File: config.mk
export PLATFORM = sky130hd
export DESIGN_NAME = finv_sched
export DESIGN_NICKNAME = d
export VERILOG_FILES = /design/src/rtl/finv_sched_pkg.sv /design/src/rtl/sync_fifo.sv /design/src/rtl/finv_sched.sv
export SDC_FILE = /design/constraint.sdc
export NUM_CORES = 1
export LEC_CHECK = 0
export ABC_AREA = 0
export CAP_MARGIN = 20
export CORE_MARGIN = 4
export CORE_UTILIZATION = 56
export DETAILED_ROUTE_END_ITERATION = 10
export DONT_BUFFER_PORTS = 1
export PLACE_DENSITY = 0.71
export SYNTH_ARGS = -nofsm -noshare
export SYNTH_HDL_FRONTEND = slang
export SYNTH_SLANG_ARGS = --single-unit
File: constraint.sdc
create_clock -name clk -period 5 [get_ports clk]
set_input_delay 0.5 -clock clk [delete_from_list [all_inputs] [get_ports clk]]
set_output_delay 0.5 -clock clk [all_outputs]
set_load 0.005 [all_outputs]
File: src/rtl/finv_sched_pkg.sv
// Shared constants and types for the finv request scheduler.
package finv_sched_pkg;

    // Pipeline depth of the finv datapath; single source for the LATENCY default.
    localparam int unsigned FinvLatency  = 4;
    localparam int unsigned NreqDefault  = 2;
    localparam int unsigned IdWDefault   = 1;
    localparam int unsigned DepthDefault = 8;

    // Widest requester ID the response entry can carry.
    localparam int unsigned IdWMax = 8;

    typedef struct packed {
        logic [31:0]       data;
        logic [IdWMax-1:0] id;
    } rsp_entry_t;

endpackage

File: src/rtl/sync_fifo.sv
// Circular-buffer FIFO with registered head (no write-to-read bypass).
// Depth need not be a power of two; pointers wrap explicitly.
module sync_fifo #(
    parameter int unsigned Width = 32,
    parameter int unsigned Depth = 8,
    localparam int unsigned PtrW = (Depth > 1) ? $clog2(Depth) : 1,
    localparam int unsigned CntW = $clog2(Depth + 1)
) (
    input  logic             clk_i,
    input  logic             rst_ni,
    input  logic             push_i,
    input  logic [Width-1:0] wdata_i,
    input  logic             pop_i,
    output logic [Width-1:0] rdata_o,
    output logic             full_o,
    output logic             empty_o,
    output logic [CntW-1:0]  count_o
);

    logic [Width-1:0] mem_q [Depth];
    logic [PtrW-1:0]  wr_q, wr_d;
    logic [PtrW-1:0]  rd_q, rd_d;
    logic [CntW-1:0]  cnt_q, cnt_d;
    logic             push_en;
    logic             pop_en;

    assign full_o  = (cnt_q == CntW'(Depth));
    assign empty_o = (cnt_q == '0);
    assign count_o = cnt_q;
    assign rdata_o = mem_q[rd_q];

    // A full FIFO may still accept a push when the head leaves in the same cycle.
    assign push_en = push_i & (~full_o | pop_i);
    assign pop_en  = pop_i & ~empty_o;

    // Next-state pointers and occupancy.
    always_comb begin
        wr_d  = wr_q;
        rd_d  = rd_q;
        cnt_d = cnt_q;
        if (push_en) begin
            wr_d = (wr_q == PtrW'(Depth - 1)) ? '0 : wr_q + PtrW'(1);
        end
        if (pop_en) begin
            rd_d = (rd_q == PtrW'(Depth - 1)) ? '0 : rd_q + PtrW'(1);
        end
        unique case ({push_en, pop_en})
            2'b10:   cnt_d = cnt_q + CntW'(1);
            2'b01:   cnt_d = cnt_q - CntW'(1);
            default: cnt_d = cnt_q;
        endcase
    end

    // Pointer and counter state.
    always_ff @(posedge clk_i or negedge rst_ni) begin
        if (!rst_ni) begin
            wr_q  <= '0;
            rd_q  <= '0;
            cnt_q <= '0;
        end else begin
            wr_q  <= wr_d;
            rd_q  <= rd_d;
            cnt_q <= cnt_d;
        end
    end

    // Storage; contents are don't-care until written, so no reset.
    always_ff @(posedge clk_i) begin
        if (push_en) begin
            mem_q[wr_q] <= wdata_i;
        end
    end

endmodule

File: src/rtl/finv_sched.sv
// Round-robin scheduler sharing one fixed-latency reciprocal pipeline between
// NREQ requesters. Issue is credit-limited so the non-stallable pipeline can
// always land its results in the response FIFO.
module finv_sched
    import finv_sched_pkg::*;
#(
    parameter int unsigned NREQ    = NreqDefault,
    parameter int unsigned ID_W    = IdWDefault,
    parameter int unsigned LATENCY = FinvLatency,
    parameter int unsigned DEPTH   = DepthDefault
) (
    input  logic               clk,
    input  logic               rstn,
    input  logic [NREQ-1:0]    req_valid,
    input  logic [32*NREQ-1:0] req_data,
    output logic [NREQ-1:0]    req_ready,
    output logic [31:0]        fu_s,
    input  logic [31:0]        fu_d,
    output logic               rsp_valid,
    output logic [31:0]        rsp_data,
    output logic [ID_W-1:0]    rsp_id,
    input  logic               rsp_ready,
    output logic               idle
);

    localparam int unsigned CntW = $clog2(DEPTH + 1);

    logic [ID_W-1:0]    rr_q, rr_d;
    logic [LATENCY-1:0] vld_q;
    logic [ID_W-1:0]    tag_q [LATENCY];
    logic [CntW-1:0]    inflight_q, inflight_d;
    logic [CntW-1:0]    fifo_cnt;
    logic [CntW:0]      occ;
    logic               issue_ok;
    logic               gnt_any;
    logic [ID_W-1:0]    gnt_idx;
    logic               issue;
    logic               retire;
    logic               fifo_full;
    logic               fifo_empty;
    rsp_entry_t         push_entry;
    rsp_entry_t         head;
    logic               unused_bits;

    // Credits count both in-flight operands and buffered results; a pop in
    // this cycle is deliberately not credited, keeping rsp_ready off req_ready.
    assign occ      = {1'b0, inflight_q} + {1'b0, fifo_cnt};
    assign issue_ok = (occ < (CntW + 1)'(DEPTH));

    // Round-robin pick: lowest valid index at or above the pointer, else wrap.
    always_comb begin
        gnt_any = 1'b0;
        gnt_idx = '0;
        for (int i = 0; i < NREQ; i++) begin
            if (!gnt_any && req_valid[i] && (ID_W'(i) >= rr_q)) begin
                gnt_any = 1'b1;
                gnt_idx = ID_W'(i);
            end
        end
        for (int i = 0; i < NREQ; i++) begin
            if (!gnt_any && req_valid[i]) begin
                gnt_any = 1'b1;
                gnt_idx = ID_W'(i);
            end
        end
    end

    // Reset gates the grant so nothing handshakes while rstn is low.
    assign issue = gnt_any & issue_ok & rstn;

    // One-hot ready and operand mux for the granted requester.
    always_comb begin
        req_ready = '0;
        fu_s      = '0;
        for (int i = 0; i < NREQ; i++) begin
            if (issue && (gnt_idx == ID_W'(i))) begin
                req_ready[i] = 1'b1;
                fu_s         = req_data[32*i +: 32];
            end
        end
    end

    // Next pointer and in-flight count.
    always_comb begin
        rr_d = rr_q;
        if (issue) begin
            rr_d = (gnt_idx == ID_W'(NREQ - 1)) ? '0 : gnt_idx + ID_W'(1);
        end
        unique case ({issue, retire})
            2'b10:   inflight_d = inflight_q + CntW'(1);
            2'b01:   inflight_d = inflight_q - CntW'(1);
            default: inflight_d = inflight_q;
        endcase
    end

    // Arbiter pointer and in-flight counter state.
    always_ff @(posedge clk or negedge rstn) begin
        if (!rstn) begin
            rr_q       <= '0;
            inflight_q <= '0;
        end else begin
            rr_q       <= rr_d;
            inflight_q <= inflight_d;
        end
    end

    // Tag pipeline mirrors the finv datapath: a bubble enters when nothing issues.
    always_ff @(posedge clk or negedge rstn) begin
        if (!rstn) begin
            vld_q <= '0;
            for (int k = 0; k < LATENCY; k++) begin
                tag_q[k] <= '0;
            end
        end else begin
            vld_q[0] <= issue;
            tag_q[0] <= issue ? gnt_idx : '0;
            for (int k = 1; k < LATENCY; k++) begin
                vld_q[k] <= vld_q[k-1];
                tag_q[k] <= tag_q[k-1];
            end
        end
    end

    // The final stage lines up with fu_d for that operand.
    assign retire          = vld_q[LATENCY-1];
    assign push_entry.data = fu_d;
    assign push_entry.id   = IdWMax'(tag_q[LATENCY-1]);

    sync_fifo #(
        .Width ($bits(rsp_entry_t)),
        .Depth (DEPTH)
    ) u_rsp_fifo (
        .clk_i   (clk),
        .rst_ni  (rstn),
        .push_i  (retire),
        .wdata_i (push_entry),
        .pop_i   (rsp_valid & rsp_ready),
        .rdata_o (head),
        .full_o  (fifo_full),
        .empty_o (fifo_empty),
        .count_o (fifo_cnt)
    );

    // Head fields read as zero while empty so reset outputs are defined.
    assign rsp_valid = ~fifo_empty;
    assign rsp_data  = rsp_valid ? head.data : '0;
    assign rsp_id    = rsp_valid ? head.id[ID_W-1:0] : '0;
    assign idle      = (inflight_q == '0) & (fifo_cnt == '0);

    // Credit logic makes full-with-push impossible; full is kept for observability.
    assign unused_bits = ^{head.id, fifo_full};

endmodule

# After elaboration in Yosys (flattened, before gate mapping)
# Memories as Yosys holds them, arrays and structs flattened.
# Cells that the tools add are included.
# word_totals
ff_bits	23
latch_bits	0
ramBits	264
rom_bits	0
in_bits	101
out_inout_bits	69
word_cells	74
memories	1
# memory_table
memory	depth	width	rd	rd_ports_with_merged_regs	wr	line	source
u_rsp_fifo.mem_q	8	33	1	0	1	sync_fifo.sv:20	logic [Width-1:0] mem_q [Depth];
# op_classes
addsub	8
mul	0
div	0
magnitude_cmp	3
n_eq_ne	7
n_shift	0
mux	21
bitwise_logic	10
n_reduce_logical	14
# ops
cell	count
2-to-1 mux 32 bit	3
one-hot mux 4 bit (2 select lines)	2
2-to-1 mux 1 bit	14
adder 4 x 1 -> 4 bit (second input constant)	2
logical NOT 4 bit	2
subtractor 4 x 1 -> 4 bit (second input constant)	2
logical AND 1 bit	7
adder 3 x 1 -> 3 bit (second input constant)	2
AND 1 bit	6
== test 3 bit (second input constant)	2
2-to-1 mux 3 bit	2
adder 4 x 4 -> 5 bit	1
< comparator 5 x 4 -> 1 bit (second input constant)	1
== test 2 x 1 -> 1 bit (second input constant)	2
== test 2 bit (second input constant)	2
== test 4 bit (second input constant)	1
nonzero test 2 bit	2
logical NOT 1 bit	3
inverter 1 bit	3
>= comparator 1 bit (first input constant)	2
adder 1 bit (second input constant)	1
OR 1 bit	1

# Depth between registers and ports, before layout
# logic_depth
word_depth	18
depth_mapped	9
ltp_nobuf	8

# Hierarchy
# Synthesis repeated with hierarchy kept, for this count alone.
# unflattened
cells_unflattened	738
area_unflattened_um2	14285.0
# by_module_without_submodules
mod	n_inst	cells_per_inst	area_per_inst_um2	seq_area_each_um2
sync_fifo	1	530	12687.2	9859.5
finv_sched	1	208	1597.8	325.3

# Least setup slack after synthesis
# No wires, ideal clock.
# synth_path
path_kind	input-to-reg
from	in rsp_ready
to	mem u_rsp_fifo.mem_q[0][0] in the netlist's numbering (enable)
setup_time_ps	506
arrival_time_ps	3905
required_ps	4494
setup_slack_ps	589
path_stages	3
n_path_buf	0
cell_sequence	nand2b_1 > o21ai_2 > nor4_1
# synth_between
elab_chain_cells	5
# synth_lines
element	line	source
start: declaration	finv_sched.sv:22	input logic rsp_ready,
AND 1 bit	finv_sched.sv:137	.pop_i (rsp_valid & rsp_ready),
OR 1 bit	sync_fifo.sv:33	assign push_en = push_i & (~full_o | pop_i);
AND 1 bit	sync_fifo.sv:33	
2-to-1 mux 1 bit	sync_fifo.sv:69	if (push_en) begin
2-to-1 mux 1 bit (not written as such)	sync_fifo.sv:70	mem_q[wr_q] <= wdata_i;
end: declaration	sync_fifo.sv:20	
# No other way between the ends.

# Worst setup path after layout
# layout_path
from	reg u_rsp_fifo.cnt_q[0] (netlist: u_rsp_fifo.count_o[0])
to	reg u_rsp_fifo.cnt_q[3] (netlist: u_rsp_fifo.count_o[3])
# layout_between
word_cells_on_any_way	14
cone_classes	2 x add/sub; 3 x eq/ne; 1 x mux; 6 x bitwise; 2 x reduce/logical
# layout_rtl
element	line	source
start: declaration	sync_fifo.sv:23	logic [CntW-1:0] cnt_q, cnt_d;
start signal: assignment	sync_fifo.sv:63	cnt_q <= cnt_d;
logical NOT 4 bit *	sync_fifo.sv:28	assign empty_o = (cnt_q == '0);
inverter 1 bit *	sync_fifo.sv:34, finv_sched.sv:145	
AND 1 bit	finv_sched.sv:137	
AND 1 bit *	sync_fifo.sv:34	assign pop_en = pop_i & ~empty_o;
named net u_rsp_fifo.pop_en	sync_fifo.sv:25	logic pop_en;
== test 2 x 1 -> 1 bit / == test 2 bit (equally long branches)	sync_fifo.sv:47	unique case ({push_en, pop_en})
one-hot mux 4 bit (2 select lines) / nonzero test 2 bit (equally long branches)	--	
# Mark *: on every way through the listed nets, which the timed path passes. The rest lies on a longest branch.
# A chain may end at the register's enable or synchronous reset.

==> results.yml <==
drt:
  antenna_violating_nets_left: 0
  number_of_violations_reported_at_the_end_of_detailed_routing_iteration_0: 389
  drc_errors: 0
  detail_route.first_pass.iterations: 5
  vias_per_cell: 6.55
  drt-total-wl_mm: 23.8
  wl_per_cell_um: 25.9
  route.vias.total: 6022
placement:
  detailed_place_hpwl_mm: 14.1
  io_buffers: 0
  detailed_place.area_um2: 12100
  routabilityCongestion: 0.830
cts:
  clock_sink_count: 287
  clock_latency_of_the_later_clocked_register_in_the_worst_skew_pair_ns: 0.52
  cts-htree-levels: 1
  cts_tree: "done"
  worst_setup_hold_path_clk_slew_ns: 0.06
  clock-root-buffer: "sky130_fd_sc_hd__clkbuf_16"
  tritoncts.num_buffers: 29
  clockBufferDepth: 3
job:
  cap_violations: 0
status:
  status: "completed"
timing:
  post-route-min-period_ns: 3.30
  worstMarginPinSlew_ns: 1.08
  final-setup-viol-count: 0
  fmax_mhz: 303
  report.final.slew_viol_count: 0
  final.setup.tns_ns: 0
  worst_slew_margin_rel_pct: 27.9
  final_cycle_share_pct: 66.1
  grt_setup_unrepaired: "false"
  finalHoldViolCount: 0
  clock-skew-final_ns: 0.00963
pwr:
  sw_ratio_pct: 30.2
  comb_power_share_pct: 28.3
  clockPowerShare_pct: 27.0
  vdd_ir_drop_max_mv: 0.334
  internal-power_uw: 4980
  cellLeakagePower_uw: 0.00416
  power-per-cell-area_nw_per_um2: 550
  seq_power_share_pct: 44.7
  netSwitchingPower_uw: 2160
critical_path:
  crit_path_start_kind: "flip-flop"
  timing.setup.critical_path_class: "flip-flop to flip-flop"
  worst-r2r-cell-count: 7
  arrival_ns: 3.69
  worst_ep_required_time_ns: 5.39
  crit_fanout: 9
  cp-end-kind: "flip-flop"
global_routing:
  grt_max_degree: 66
  grt_use_total_pct: 20.2
  first_pass_grt_wire_length_mm: 37.1
  antenna_found_initial: 2
  grt_overflow_total: 0
  grt_pass1_vias: 6459
floorplan:
  io-pin-count: 170
  num_rows: 52
  die_height_um: 153
  die-width_um: 153
  floorplan.initialDensity_pct: 57.8
  area_of_the_die_um2: 23500
  placeableCoreArea_um2: 20500
worst_hold_path:
  min_delay_path_depth: 0
  min-delay-path-class: "input pin to flip-flop"
logic_synthesis:
  ys_warn_count: 0
  seq_area_frac_synth_pct: 71.8
  yosys_cell_types: 41
  syn_avg_cell_area_um2: 19.0
  ys_ff_latch: 287
  synthesis.instances: 625
  mappedNetlistNets: 741
  post_synth_instance_area_um2: 11800
final_layout:
  synthToLayoutAreaGrowth_pct: 9.58
  mostFrequentLayoutCells: "sky130_fd_sc_hd__edfxtp_1, sky130_fd_sc_hd__mux4_2, sky130_fd_sc_hd__a21oi_1"
  fin_nets: 744
  final_cell_area_um2: 13000
  share_of_cells_above_drive_strength_1_pct: 21.5
  layout.cells.most_common: "sky130_fd_sc_hd__edfxtp_1"
==> Yosys cell counts <==
library cell	count	share of area, %
sky130_fd_sc_hd__a2111o_1	2	0.19
sky130_fd_sc_hd__a21o_1	1	0.063
sky130_fd_sc_hd__a21oi_1	36	1.5
sky130_fd_sc_hd__a22o_1	33	2.4
sky130_fd_sc_hd__a2bb2oi_1	1	0.074
sky130_fd_sc_hd__and2_4	1	0.074
sky130_fd_sc_hd__buf_1	4	0.13
sky130_fd_sc_hd__buf_2	7	0.30
sky130_fd_sc_hd__buf_4	1	0.063
sky130_fd_sc_hd__buf_6	9	0.86
sky130_fd_sc_hd__clkbuf_1	22	0.70
sky130_fd_sc_hd__dfrtp_1	23	4.9
sky130_fd_sc_hd__edfxtp_1	264	67
sky130_fd_sc_hd__fa_1	2	0.34
sky130_fd_sc_hd__ha_1	13	1.4
sky130_fd_sc_hd__inv_1	11	0.35
sky130_fd_sc_hd__mux2_2	7	0.67
sky130_fd_sc_hd__mux2i_1	2	0.17
sky130_fd_sc_hd__mux4_2	66	13
sky130_fd_sc_hd__nand2_1	4	0.13
sky130_fd_sc_hd__nand2b_1	5	0.26
sky130_fd_sc_hd__nand3_1	5	0.21
sky130_fd_sc_hd__nand3b_1	32	2.0
sky130_fd_sc_hd__nand4_1	1	0.053
sky130_fd_sc_hd__nor2_1	6	0.19
sky130_fd_sc_hd__nor2b_1	3	0.16
sky130_fd_sc_hd__nor3_1	5	0.21
sky130_fd_sc_hd__nor3b_1	6	0.38
sky130_fd_sc_hd__nor4_1	1	0.053
sky130_fd_sc_hd__nor4b_1	1	0.074
sky130_fd_sc_hd__o211ai_1	3	0.19
sky130_fd_sc_hd__o21ai_0	35	1.5
sky130_fd_sc_hd__o21ai_2	1	0.074
sky130_fd_sc_hd__o311ai_0	2	0.15
sky130_fd_sc_hd__o41ai_1	1	0.074
sky130_fd_sc_hd__or3_1	1	0.053
sky130_fd_sc_hd__or4_1	1	0.063
sky130_fd_sc_hd__or4_4	1	0.095
sky130_fd_sc_hd__or4b_2	2	0.17
sky130_fd_sc_hd__xnor2_1	2	0.15
sky130_fd_sc_hd__xor2_1	2	0.15
==> per-stage QoR <==
step | utilization, % | instances | hold WS, ns | setup slack, ns | total power [uW]
floorplan | - | 625 | 0.204 | 0.589 | 4840
global placement | 59.1 | 865 | 0.205 | 1.91 | 5200
detailed placement | 59.1 | 865 | 0.205 | 1.70 | 5290
CTS | 63.2 | 917 | 0.0490 | 1.60 | 7230
global route | 63.3 | 920 | 0.0434 | 1.42 | 7520
finish | 63.3 | 920 | 0.0687 | 1.70 | 7140
==> area by class of cell <==
cell class | count | area [um^2]
Antenna cell | 2 | 5.00
Multi-Input combinational cell | 284 | 3120
Clock inverter | 17 | 103
Tap cell | 270 | 338
Fill cell | 1346 | 7510
Inverter | 11 | 41.3
Timing Repair Buffer | 15 | 123
Sequential cell | 287 | 8510
Clock buffer | 34 | 744
==> registers in the layout, summed over array words and instances, names as in the netlist <==
signal              flops
u_rsp_fifo.count_o      4
rr_q                    1
push_entry              1
u_rsp_fifo.rd_q         3
u_rsp_fifo.wr_q         3
vld_q                   4
inflight_q              4
tag_q                   3
u_rsp_fifo.mem_q      264
==> worst max-delay path, cell delays in order (launching register included) <==
cell and delay, ns:
sky130_fd_sc_hd__dfrtp_1 0.46, sky130_fd_sc_hd__o41ai_1 0.92, sky130_fd_sc_hd__inv_1 0.11, sky130_fd_sc_hd__ha_1 0.34, sky130_fd_sc_hd__ha_1 0.39, sky130_fd_sc_hd__or4b_2 0.69
sky130_fd_sc_hd__o311ai_0 0.13, sky130_fd_sc_hd__o211ai_1 0.13
==> routing by layer <==
metal	vias to the layer above	track usage (%)	part of all wire [%]	routed length [um]
met5	-	0	0	0
met4	0	6.39	2.7	648
met3	43	4.75	8.2	1960
met2	283	34.8	51	12100
met1	3112	25.9	38	9070
li1	2584	-	-	-
==> cells by family (layout without fill, tap and decap cells) <==
family          Yosys count  after routing  share of synthesized area (%)
simple gates             75             75                           4.20
xor+xnor                  4              4                          0.296
other cells               0              2                              0
compound gates          115            115                           6.25
flops                   287            287                           71.8
mux                      75             75                           13.4
fa+ha+maj                15             15                           1.71
buf+inv                  54             77                           2.39
==> power groups by stage <==
stage	sequential (uW)	combinational (uW)	clock [uW]
after floorplan	3040	1790	0
after global placement	3230	1970	0
after detailed placement	3250	2040	0
after CTS	3200	2060	1960
after global routing	3240	2200	2080
final	3190	2020	1930
==> path summary, 6_finish.rpt <==
check	start	end	slack, ns
worst max-delay path	u_rsp_fifo.count_o[0]	u_rsp_fifo.count_o[3]	1.70
worst min-delay path	fu_d[30]	u_rsp_fifo.mem_q[1][31]	0.07
worst max register to register	u_rsp_fifo.count_o[0]	u_rsp_fifo.count_o[3]	1.70
worst min register to register	tag_q[2]	tag_q[1]	0.34
max in group asynchronous	rstn	u_rsp_fifo.wr_q[1]	4.11
min in group asynchronous	rstn	u_rsp_fifo.count_o[0]	0.40
==> repair_timing <==
action | in CTS | in global routing
setup endpoints to repair | 0 | 0
endpoints found under the hold margin | 23 | 0
resized for setup | 0 | 0
buffers inserted | 0 | 0
hold buffers | 1 | 0
Power figures use the tool's default switching activity.
